**config.mk**
```make
export PLATFORM = sky130hd
export DESIGN_NAME = trace_uart_tx
export DESIGN_NICKNAME = d
export VERILOG_FILES = /design/src/rtl/trace_uart_tx_pkg.sv /design/src/rtl/trace_uart_tx_byte.sv /design/src/rtl/trace_uart_tx.sv
export SDC_FILE = /design/constraint.sdc
export NUM_CORES = 1
export LEC_CHECK = 0
export ABC_AREA = 1
export CELL_PAD_IN_SITES_DETAIL_PLACEMENT = 1
export CELL_PAD_IN_SITES_GLOBAL_PLACEMENT = 1
export CORE_MARGIN = 3
export CORE_UTILIZATION = 47
export DETAILED_ROUTE_END_ITERATION = 7
export DONT_BUFFER_PORTS = 1
export GPL_TIMING_DRIVEN = 1
export PLACE_DENSITY_LB_ADDON = 0.1
export SYNTH_ARGS = -nofsm -noshare
export SYNTH_HDL_FRONTEND = slang
export SYNTH_SLANG_ARGS = --single-unit
```
**constraint.sdc**
```tcl
create_clock -name clk -period 4.6 [get_ports clk]
set_clock_uncertainty 0.2 [all_clocks]
set_input_delay 0.46 -clock clk [delete_from_list [all_inputs] [get_ports clk]]
set_output_delay 0.46 -clock clk [all_outputs]
set_load 0.005 [all_outputs]
```
**src/rtl/trace_uart_tx_pkg.sv**
```systemverilog
// -----------------------------------------------------------------------------
// trace_uart_tx_pkg
// Types and constants shared by the trace UART readout:
//   SYNC_BYTE / FRAME_BYTES - frame layout constants
//   state_e                 - FSM state encoding (sequencer and byte transmitter)
//   sample_t                - 48-bit FIFO word {I[31:16], R[31:16], P[31:16]}
//   frame_checksum()        - XOR of the six data bytes of a sample
//   frame_byte()            - byte at a given index of the 8-byte frame
// -----------------------------------------------------------------------------
package trace_uart_tx_pkg;

    localparam logic [7:0] SYNC_BYTE   = 8'hA5;
    localparam int         FRAME_BYTES = 8;

    typedef enum logic [2:0] {
        ST_IDLE,
        ST_LOAD,
        ST_START,
        ST_DATA,
        ST_STOP
    } state_e;

    typedef logic [47:0] sample_t;

    function automatic logic [7:0] frame_checksum(input sample_t w);
        return w[47:40] ^ w[39:32] ^ w[31:24] ^ w[23:16] ^ w[15:8] ^ w[7:0];
    endfunction

    // Frame order: sync, I hi, I lo, R hi, R lo, P hi, P lo, checksum.
    function automatic logic [7:0] frame_byte(input sample_t w,
                                              input logic [7:0] chk,
                                              input logic [2:0] idx);
        case (idx)
            3'd0:    return SYNC_BYTE;
            3'd1:    return w[47:40];
            3'd2:    return w[39:32];
            3'd3:    return w[31:24];
            3'd4:    return w[23:16];
            3'd5:    return w[15:8];
            3'd6:    return w[7:0];
            default: return chk;
        endcase
    endfunction

endpackage

```
**src/rtl/trace_uart_tx_byte.sv**
```systemverilog
// -----------------------------------------------------------------------------
// uart_byte_tx
// Sends one 8N1 byte (start 0, 8 data bits LSB first, stop 1) on txd_o.
//   clk      - system clock
//   rst      - asynchronous active-high reset; forces txd_o high
//   start_i  - request to send data_i; accepted while ready_o is high
//   data_i   - byte to send
//   ready_o  - high when idle, and in the last cycle of a stop bit so the next
//              byte can follow with no idle time on the line
//   txd_o    - serial output, registered, idle high
// -----------------------------------------------------------------------------
module uart_byte_tx
    import trace_uart_tx_pkg::*;
#(
    parameter int CLKS_PER_BIT = 868
) (
    input  logic       clk,
    input  logic       rst,
    input  logic       start_i,
    input  logic [7:0] data_i,
    output logic       ready_o,
    output logic       txd_o
);

    localparam int             TW        = (CLKS_PER_BIT > 1) ? $clog2(CLKS_PER_BIT) : 1;
    localparam logic [TW-1:0]  TICK_LAST = TW'(CLKS_PER_BIT - 1);

    state_e          state_q, state_d;
    logic [TW-1:0]   tick_q,  tick_d;
    logic [2:0]      bit_q,   bit_d;
    logic [7:0]      shift_q, shift_d;
    logic            txd_q,   txd_d;
    logic            tick_last;

    assign tick_last = (tick_q == TICK_LAST);
    assign ready_o   = (state_q == ST_IDLE) || ((state_q == ST_STOP) && tick_last);
    assign txd_o     = txd_q;

    // NOTE: every variable gets its hold value first so no path leaves it
    // unassigned; that is what keeps this block free of inferred latches.
    always_comb begin
        state_d = state_q;
        bit_d   = bit_q;
        shift_d = shift_q;
        txd_d   = txd_q;
        tick_d  = tick_last ? '0 : tick_q + 1'b1;

        unique case (state_q)
            ST_IDLE: begin
                tick_d = '0;
                if (start_i) begin
                    state_d = ST_START;
                    shift_d = data_i;
                    txd_d   = 1'b0;
                end
            end
            ST_START: begin
                if (tick_last) begin
                    state_d = ST_DATA;
                    bit_d   = '0;
                    txd_d   = shift_q[0];
                end
            end
            ST_DATA: begin
                if (tick_last) begin
                    if (bit_q == 3'd7) begin
                        state_d = ST_STOP;
                        txd_d   = 1'b1;
                    end else begin
                        bit_d   = bit_q + 1'b1;
                        shift_d = {1'b0, shift_q[7:1]};
                        txd_d   = shift_q[1];
                    end
                end
            end
            ST_STOP: begin
                if (tick_last) begin
                    // A waiting byte starts on the edge that ends this stop bit.
                    if (start_i) begin
                        state_d = ST_START;
                        shift_d = data_i;
                        txd_d   = 1'b0;
                    end else begin
                        state_d = ST_IDLE;
                    end
                end
            end
            default: state_d = ST_IDLE;
        endcase
    end

    // NOTE: state registers use non-blocking assignments so every flop samples
    // the values from before the edge, independent of block ordering.
    always_ff @(posedge clk or posedge rst) begin
        if (rst) begin
            state_q <= ST_IDLE;
            tick_q  <= '0;
            bit_q   <= '0;
            shift_q <= '0;
            txd_q   <= 1'b1;
        end else begin
            state_q <= state_d;
            tick_q  <= tick_d;
            bit_q   <= bit_d;
            shift_q <= shift_d;
            txd_q   <= txd_d;
        end
    end

endmodule

```
**src/rtl/trace_uart_tx.sv**
```systemverilog
// -----------------------------------------------------------------------------
// trace_uart_tx
// Samples the integer parts of the core's Q16.16 outputs every DECIM enabled
// cycles into a small frame FIFO and sends each sample as an 8-byte frame
// (A5, I hi/lo, R hi/lo, P hi/lo, XOR checksum) over an 8N1 UART.
//   clk       - system clock
//   go        - asynchronous active-high reset (shared with the core)
//   I1/R1/Pt  - core outputs, Q16.16 unsigned; only [31:16] is kept
//   enable    - sampling enable, level-sensitive
//   txd       - UART serial output, idle high
//   busy      - high while a frame is being shifted out
//   overflow  - sticky, set when a sample is dropped on a full FIFO
//   frame_cnt - frames fully transmitted, wraps
// -----------------------------------------------------------------------------
module trace_uart_tx
    import trace_uart_tx_pkg::*;
#(
    parameter int CLKS_PER_BIT = 868,
    parameter int DECIM        = 2048,
    parameter int DEPTH        = 16
) (
    input  logic        clk,
    input  logic        go,
    input  logic [31:0] I1,
    input  logic [31:0] R1,
    input  logic [31:0] Pt,
    input  logic        enable,
    output logic        txd,
    output logic        busy,
    output logic        overflow,
    output logic [15:0] frame_cnt
);

    localparam int            AW        = $clog2(DEPTH);
    localparam int            DW        = (DECIM > 1) ? $clog2(DECIM) : 1;
    localparam logic [DW-1:0] DEC_LAST  = DW'(DECIM - 1);
    localparam logic [2:0]    IDX_LAST  = 3'(FRAME_BYTES - 1);

    // Decimation and capture
    logic [DW-1:0] dec_q, dec_d;
    logic          strobe_q, strobe_d;
    logic          overflow_q, overflow_d;

    // Frame FIFO; the extra pointer bit tells full from empty.
    sample_t       mem_q [DEPTH];
    logic [AW:0]   wr_ptr_q, rd_ptr_q;
    logic          fifo_empty, fifo_full, push, pop;
    sample_t       fifo_head, sample_word;

    // Frame sequencer
    state_e        state_q, state_d;
    logic [2:0]    idx_q, idx_d;
    sample_t       word_q, word_d;
    logic [7:0]    chk_q, chk_d;
    logic          busy_q, busy_d;
    logic [15:0]   frame_cnt_q, frame_cnt_d;

    logic          byte_start, byte_ready;
    logic [7:0]    byte_data;

    // Fractional bits of the inputs are never transmitted.
    logic          unused_frac;
    assign unused_frac = ^{I1[15:0], R1[15:0], Pt[15:0]};

    assign sample_word = {I1[31:16], R1[31:16], Pt[31:16]};
    assign fifo_head   = mem_q[rd_ptr_q[AW-1:0]];
    assign fifo_empty  = (wr_ptr_q == rd_ptr_q);
    assign fifo_full   = (wr_ptr_q[AW] != rd_ptr_q[AW]) &&
                         (wr_ptr_q[AW-1:0] == rd_ptr_q[AW-1:0]);

    // The strobe is registered, so the word is taken one edge after the wrap.
    always_comb begin
        dec_d      = dec_q;
        strobe_d   = 1'b0;
        if (enable) begin
            strobe_d = (dec_q == DEC_LAST);
            dec_d    = (dec_q == DEC_LAST) ? '0 : dec_q + 1'b1;
        end
        push       = strobe_q && (!fifo_full || pop);
        overflow_d = overflow_q | (strobe_q && !push);
    end

    // While a frame is on the line the sequencer waits in ST_DATA; the bit
    // level START/DATA/STOP phases live in the byte transmitter.
    always_comb begin
        state_d     = state_q;
        idx_d       = idx_q;
        word_d      = word_q;
        chk_d       = chk_q;
        busy_d      = busy_q;
        frame_cnt_d = frame_cnt_q;
        pop         = 1'b0;
        byte_start  = 1'b0;
        byte_data   = SYNC_BYTE;

        unique case (state_q)
            ST_IDLE: begin
                if (!fifo_empty) state_d = ST_LOAD;
            end
            ST_LOAD: begin
                pop        = 1'b1;
                word_d     = fifo_head;
                chk_d      = frame_checksum(fifo_head);
                idx_d      = '0;
                busy_d     = 1'b1;
                byte_start = 1'b1;
                state_d    = ST_DATA;
            end
            ST_DATA: begin
                if (byte_ready) begin
                    if (idx_q != IDX_LAST) begin
                        idx_d      = idx_q + 1'b1;
                        byte_start = 1'b1;
                        byte_data  = frame_byte(word_q, chk_q, idx_q + 1'b1);
                    end else begin
                        frame_cnt_d = frame_cnt_q + 16'd1;
                        busy_d      = 1'b0;
                        state_d     = ST_IDLE;
                    end
                end
            end
            default: state_d = ST_IDLE;
        endcase
    end

    always_ff @(posedge clk or posedge go) begin
        if (go) begin
            dec_q       <= '0;
            strobe_q    <= 1'b0;
            overflow_q  <= 1'b0;
            wr_ptr_q    <= '0;
            rd_ptr_q    <= '0;
            state_q     <= ST_IDLE;
            idx_q       <= '0;
            word_q      <= '0;
            chk_q       <= '0;
            busy_q      <= 1'b0;
            frame_cnt_q <= '0;
        end else begin
            dec_q       <= dec_d;
            strobe_q    <= strobe_d;
            overflow_q  <= overflow_d;
            wr_ptr_q    <= wr_ptr_q + (AW + 1)'(push);
            rd_ptr_q    <= rd_ptr_q + (AW + 1)'(pop);
            state_q     <= state_d;
            idx_q       <= idx_d;
            word_q      <= word_d;
            chk_q       <= chk_d;
            busy_q      <= busy_d;
            frame_cnt_q <= frame_cnt_d;
        end
    end

    // NOTE: the FIFO storage has no reset; the pointers alone decide which
    // entries are valid, and leaving the array unreset lets it map to RAM.
    always_ff @(posedge clk) begin
        if (push) mem_q[wr_ptr_q[AW-1:0]] <= sample_word;
    end

    uart_byte_tx #(
        .CLKS_PER_BIT (CLKS_PER_BIT)
    ) u_byte_tx (
        .clk     (clk),
        .rst     (go),
        .start_i (byte_start),
        .data_i  (byte_data),
        .ready_o (byte_ready),
        .txd_o   (txd)
    );

    assign busy      = busy_q;
    assign overflow  = overflow_q;
    assign frame_cnt = frame_cnt_q;

endmodule

```
==> flow_metrics.tcl <==
set metrics [dict create \
    critPathTopFamily "simple AND/OR/NAND/NOR gates" \
    slowest_stage "dfrtp_4" \
    p_sw_mw 3.778 \
    grt_pass1_wl_um 170700 \
    dpl.hpwl_um 63890 \
    setup_viol 0 \
    status "finished, final reports clean" \
    hp-class "input port to asynchronous set/reset pin" \
    required_ps 4930 \
    coreArea_um2 81070 \
    slew_viol_final 0 \
    p_leak_nw 17.84 \
    path_clk_slew_ps 60 \
    synth_top_area_share 0.5956 \
    setup_tns_ps 0 \
    clk_latency_ps 650 \
    criticalPathCategory "register to register" \
    hold_viol 0 \
    power.density_nw_per_um2 398.9 \
    synthesis.area_um2 38720 \
    placed_area_um2 39900 \
    r2r_start "rd_ptr_q[0]$_DFF_PP0_" \
    ys_ff_latch 894 \
    clkPwrFrac 0.445 \
    io_pins 118 \
    setup.worst_path.end_class "register" \
    crit_arrival_ps 3920 \
    syn_avg_cell_area_um2 10.18 \
    fin_nets 3958 \
    crit_top_cell "nand2_1" \
    cap_violations 0 \
    via_per_inst 5.467 \
    ys_top_cells_by_area "edfxtp_1, nand2_1, dfrtp_1, nor2_1, inv_1" \
    cts_buffer_depth 3 \
    root_buffer "clkbuf_16" \
    final_area_um2 43570 \
    area_delta_synth_final_pct 12.54 \
    grt.total_usage 0.2600 \
    final_antenna_net_count 0 \
    drt-pass1-iter-count 5 \
    fp-row-count 104 \
    r2r-end "chk_q[1]$_DFFE_PP0P_" \
    period_minus_slack_ps 3585 \
    drive_gt1_frac 0.06191 \
    netlist_instances 3805 \
    path_buf_inv 4 \
    synth_cell_types 39 \
    die_w_um 293.0 \
    drt_iter0_markers 1883 \
    clock_sinks 894 \
    ys_seq_area_frac 0.6771 \
    via_count 27285 \
    internal-power_mw 13.60 \
    numCtsBuffers 97 \
    die_h_um 293.0 \
    grt_pass1_vias 28892 \
    start_util 0.4776 \
    rsz0062_at_grt "false" \
    relSlewSlack 0.1536 \
    io_buffers 0 \
    die_area_um2 85860 \
    htreeDepth 3 \
    drt_wl_total_um 111600 \
    peakVddDrop_mv 0.3185 \
    antenna_found_initial 8 \
    grt.overflow.total 0 \
    yosysTopAreaCell "edfxtp_1" \
    fin_util 0.5375 \
    ys_warn_count 0 \
    comb_power_share 0.042 \
    switching_share 0.2174 \
    cp-start-kind "register" \
    crit_path_cell_trace "clkinv_8, buf_12, buf_4, nand2_1, nand3_1, nand3_1, nand3_1, nand2_1, nor2_1, inv_1, nand2_1, nand2_1, nand2_1, nand2_1, nand3_1, nand2_1" \
    tightest_slew_ps 1270 \
    cp_max_fo 187 \
    post-route-period-util 0.7793 \
    grt_max_degree 188 \
    fmaxAchievable_ghz 0.2790 \
    rrSetupSlack_ps 1020 \
    synth_nets 3919 \
    globalplace.congestion 0.8505 \
    rr_worst_depth 16 \
    tritoncts "built" \
    slowest_delay_ps 560 \
    pwr-share-seq 0.513 \
    wl_per_cell_um 22.35 \
    drc 0 \
]
-- cells in the mapped netlist (all sizes together) --
master,n
a211oi,2
a21oi,14
a221oi,5
a31oi,3
a32o,3
and3,1
buf,134
clkbuf,37
clkinv,5
dfrtp,125
dfstp,1
edfxtp,768
ha,15
inv,422
nand2,1036
nand3,302
nand4,5
nor2,540
nor2b,1
nor3,10
nor3b,3
nor4,8
o2111ai,1
o211ai,7
o21ai,306
o21bai,1
o22ai,16
o31ai,2
or2,2
xnor2,10
xor2,20
-- placed cells by master, fill, tap and decap left out, drive strengths merged, types with 5 or more instances in the layout --
master,netlist,layout
nand3,302,302
nand4,5,5
a221oi,5,5
inv,422,422
nand2,1036,1036
xor2,20,20
edfxtp,768,768
dfrtp,125,125
o21ai,306,306
nor2,540,540
clkbuf,37,124
nor4,8,8
buf,134,61
ha,15,15
dlygate4sd3,0,50
bufinv,0,8
diode,0,6
clkinv,5,51
xnor2,10,10
o22ai,16,16
nor3,10,10
o211ai,7,7
a21oi,14,14
-- power by group through the flow --
stage / Combinational, mW / Sequential [mW] / Clock, mW
finish: 0.731 / 8.91 / 7.74
global route: 0.827 / 8.91 / 8.23
CTS: 0.734 / 8.91 / 7.87
detailed placement: 0.605 / 9.08 / 0
global placement: 0.565 / 9.07 / 0
floorplan: 0.461 / 9.06 / 0
-- area by class of cell --
class	count	area, um^2
Tap cell	1060	1326
Sequential cell	894	26230
Antenna cell	6	15.01
Inverter	427	1625
Clock buffer	124	2675
Clock inverter	56	476.7
Timing Repair Buffer	111	1121
Fill cell	8734	37500
Multi-Input combinational cell	2313	10100
-- flip-flops by register name, summed over array words and instances, names as in the netlist --
name / count
busy: 1
u_byte_tx.bit_q: 3
frame_cnt: 16
state_q: 2
mem_q: 768
u_byte_tx.state_q: 3
word_q: 48
wr_ptr_q: 5
u_byte_tx.shift_q: 8
u_byte_tx.txd_o: 1
rd_ptr_q: 5
strobe_q: 1
dec_q: 11
idx_q: 3
chk_q: 8
u_byte_tx.tick_q: 10
overflow: 1
-- metrics by stage --
stage	setup slack, ps	power [mW]	std cells	hold slack (ps)
6_report	1015	17.38	4991	281.8
5_1_grt	804.2	17.97	4986	311.8
4_1_cts	1173	17.52	4985	296.6
3_5_place_dp	1190	9.682	4755	274.9
3_3_place_gp	1294	9.637	4755	264.5
2_1_floorplan	461.9	9.522	3805	243.9
-- per-layer routing --
| layer | up-vias | wire length, um | share of wire | track usage |
|---|---|---|---|---|
| li1 | 12584 | - | - | - |
| met1 | 13893 | 48820 | 0.44 | 0.3463 |
| met2 | 614 | 54710 | 0.49 | 0.4421 |
| met3 | 190 | 4966 | 0.045 | 0.03605 |
| met4 | 4 | 3039 | 0.027 | 0.08648 |
| met5 | - | 22 | 0.00020 | 0 |
-- cells by family (layout without fill, tap and decap cells) --
logic type | Yosys count | count (layout) | share of synthesized area
xor gates and xnor gates | 30 | 30 | 0.006786
adders and majority gates | 15 | 15 | 0.004847
AOI/OAI and AO/OA | 360 | 360 | 0.04889
buffers and inverters | 598 | 718 | 0.06541
and+or+nand+nor | 1908 | 1908 | 0.1970
other | 0 | 6 | 0
DFF | 894 | 894 | 0.6771
-- how the worst max path moves through the flow --
stage                          startpoint                endpoint  cells past startpoint
floorplan           rd_ptr_q[1]$_DFF_PP0_  mem_q[10][0]$_DFFE_PP_                     10
global placement    rd_ptr_q[0]$_DFF_PP0_    chk_q[5]$_DFFE_PP0P_                     16
detailed placement  rd_ptr_q[0]$_DFF_PP0_    chk_q[2]$_DFFE_PP0P_                     16
CTS                 rd_ptr_q[0]$_DFF_PP0_    chk_q[2]$_DFFE_PP0P_                     16
global route        rd_ptr_q[0]$_DFF_PP0_    chk_q[1]$_DFFE_PP0P_                     16
finish              rd_ptr_q[0]$_DFF_PP0_    chk_q[1]$_DFFE_PP0P_                     16
-- timing repair --
item                      in CTS  in global routing
hold buffers                  50                  0
gates resized for setup        0                  0
buffers inserted               0                  0
hold endpoints to repair     867                  0
(Power assumes the default switching activity.)
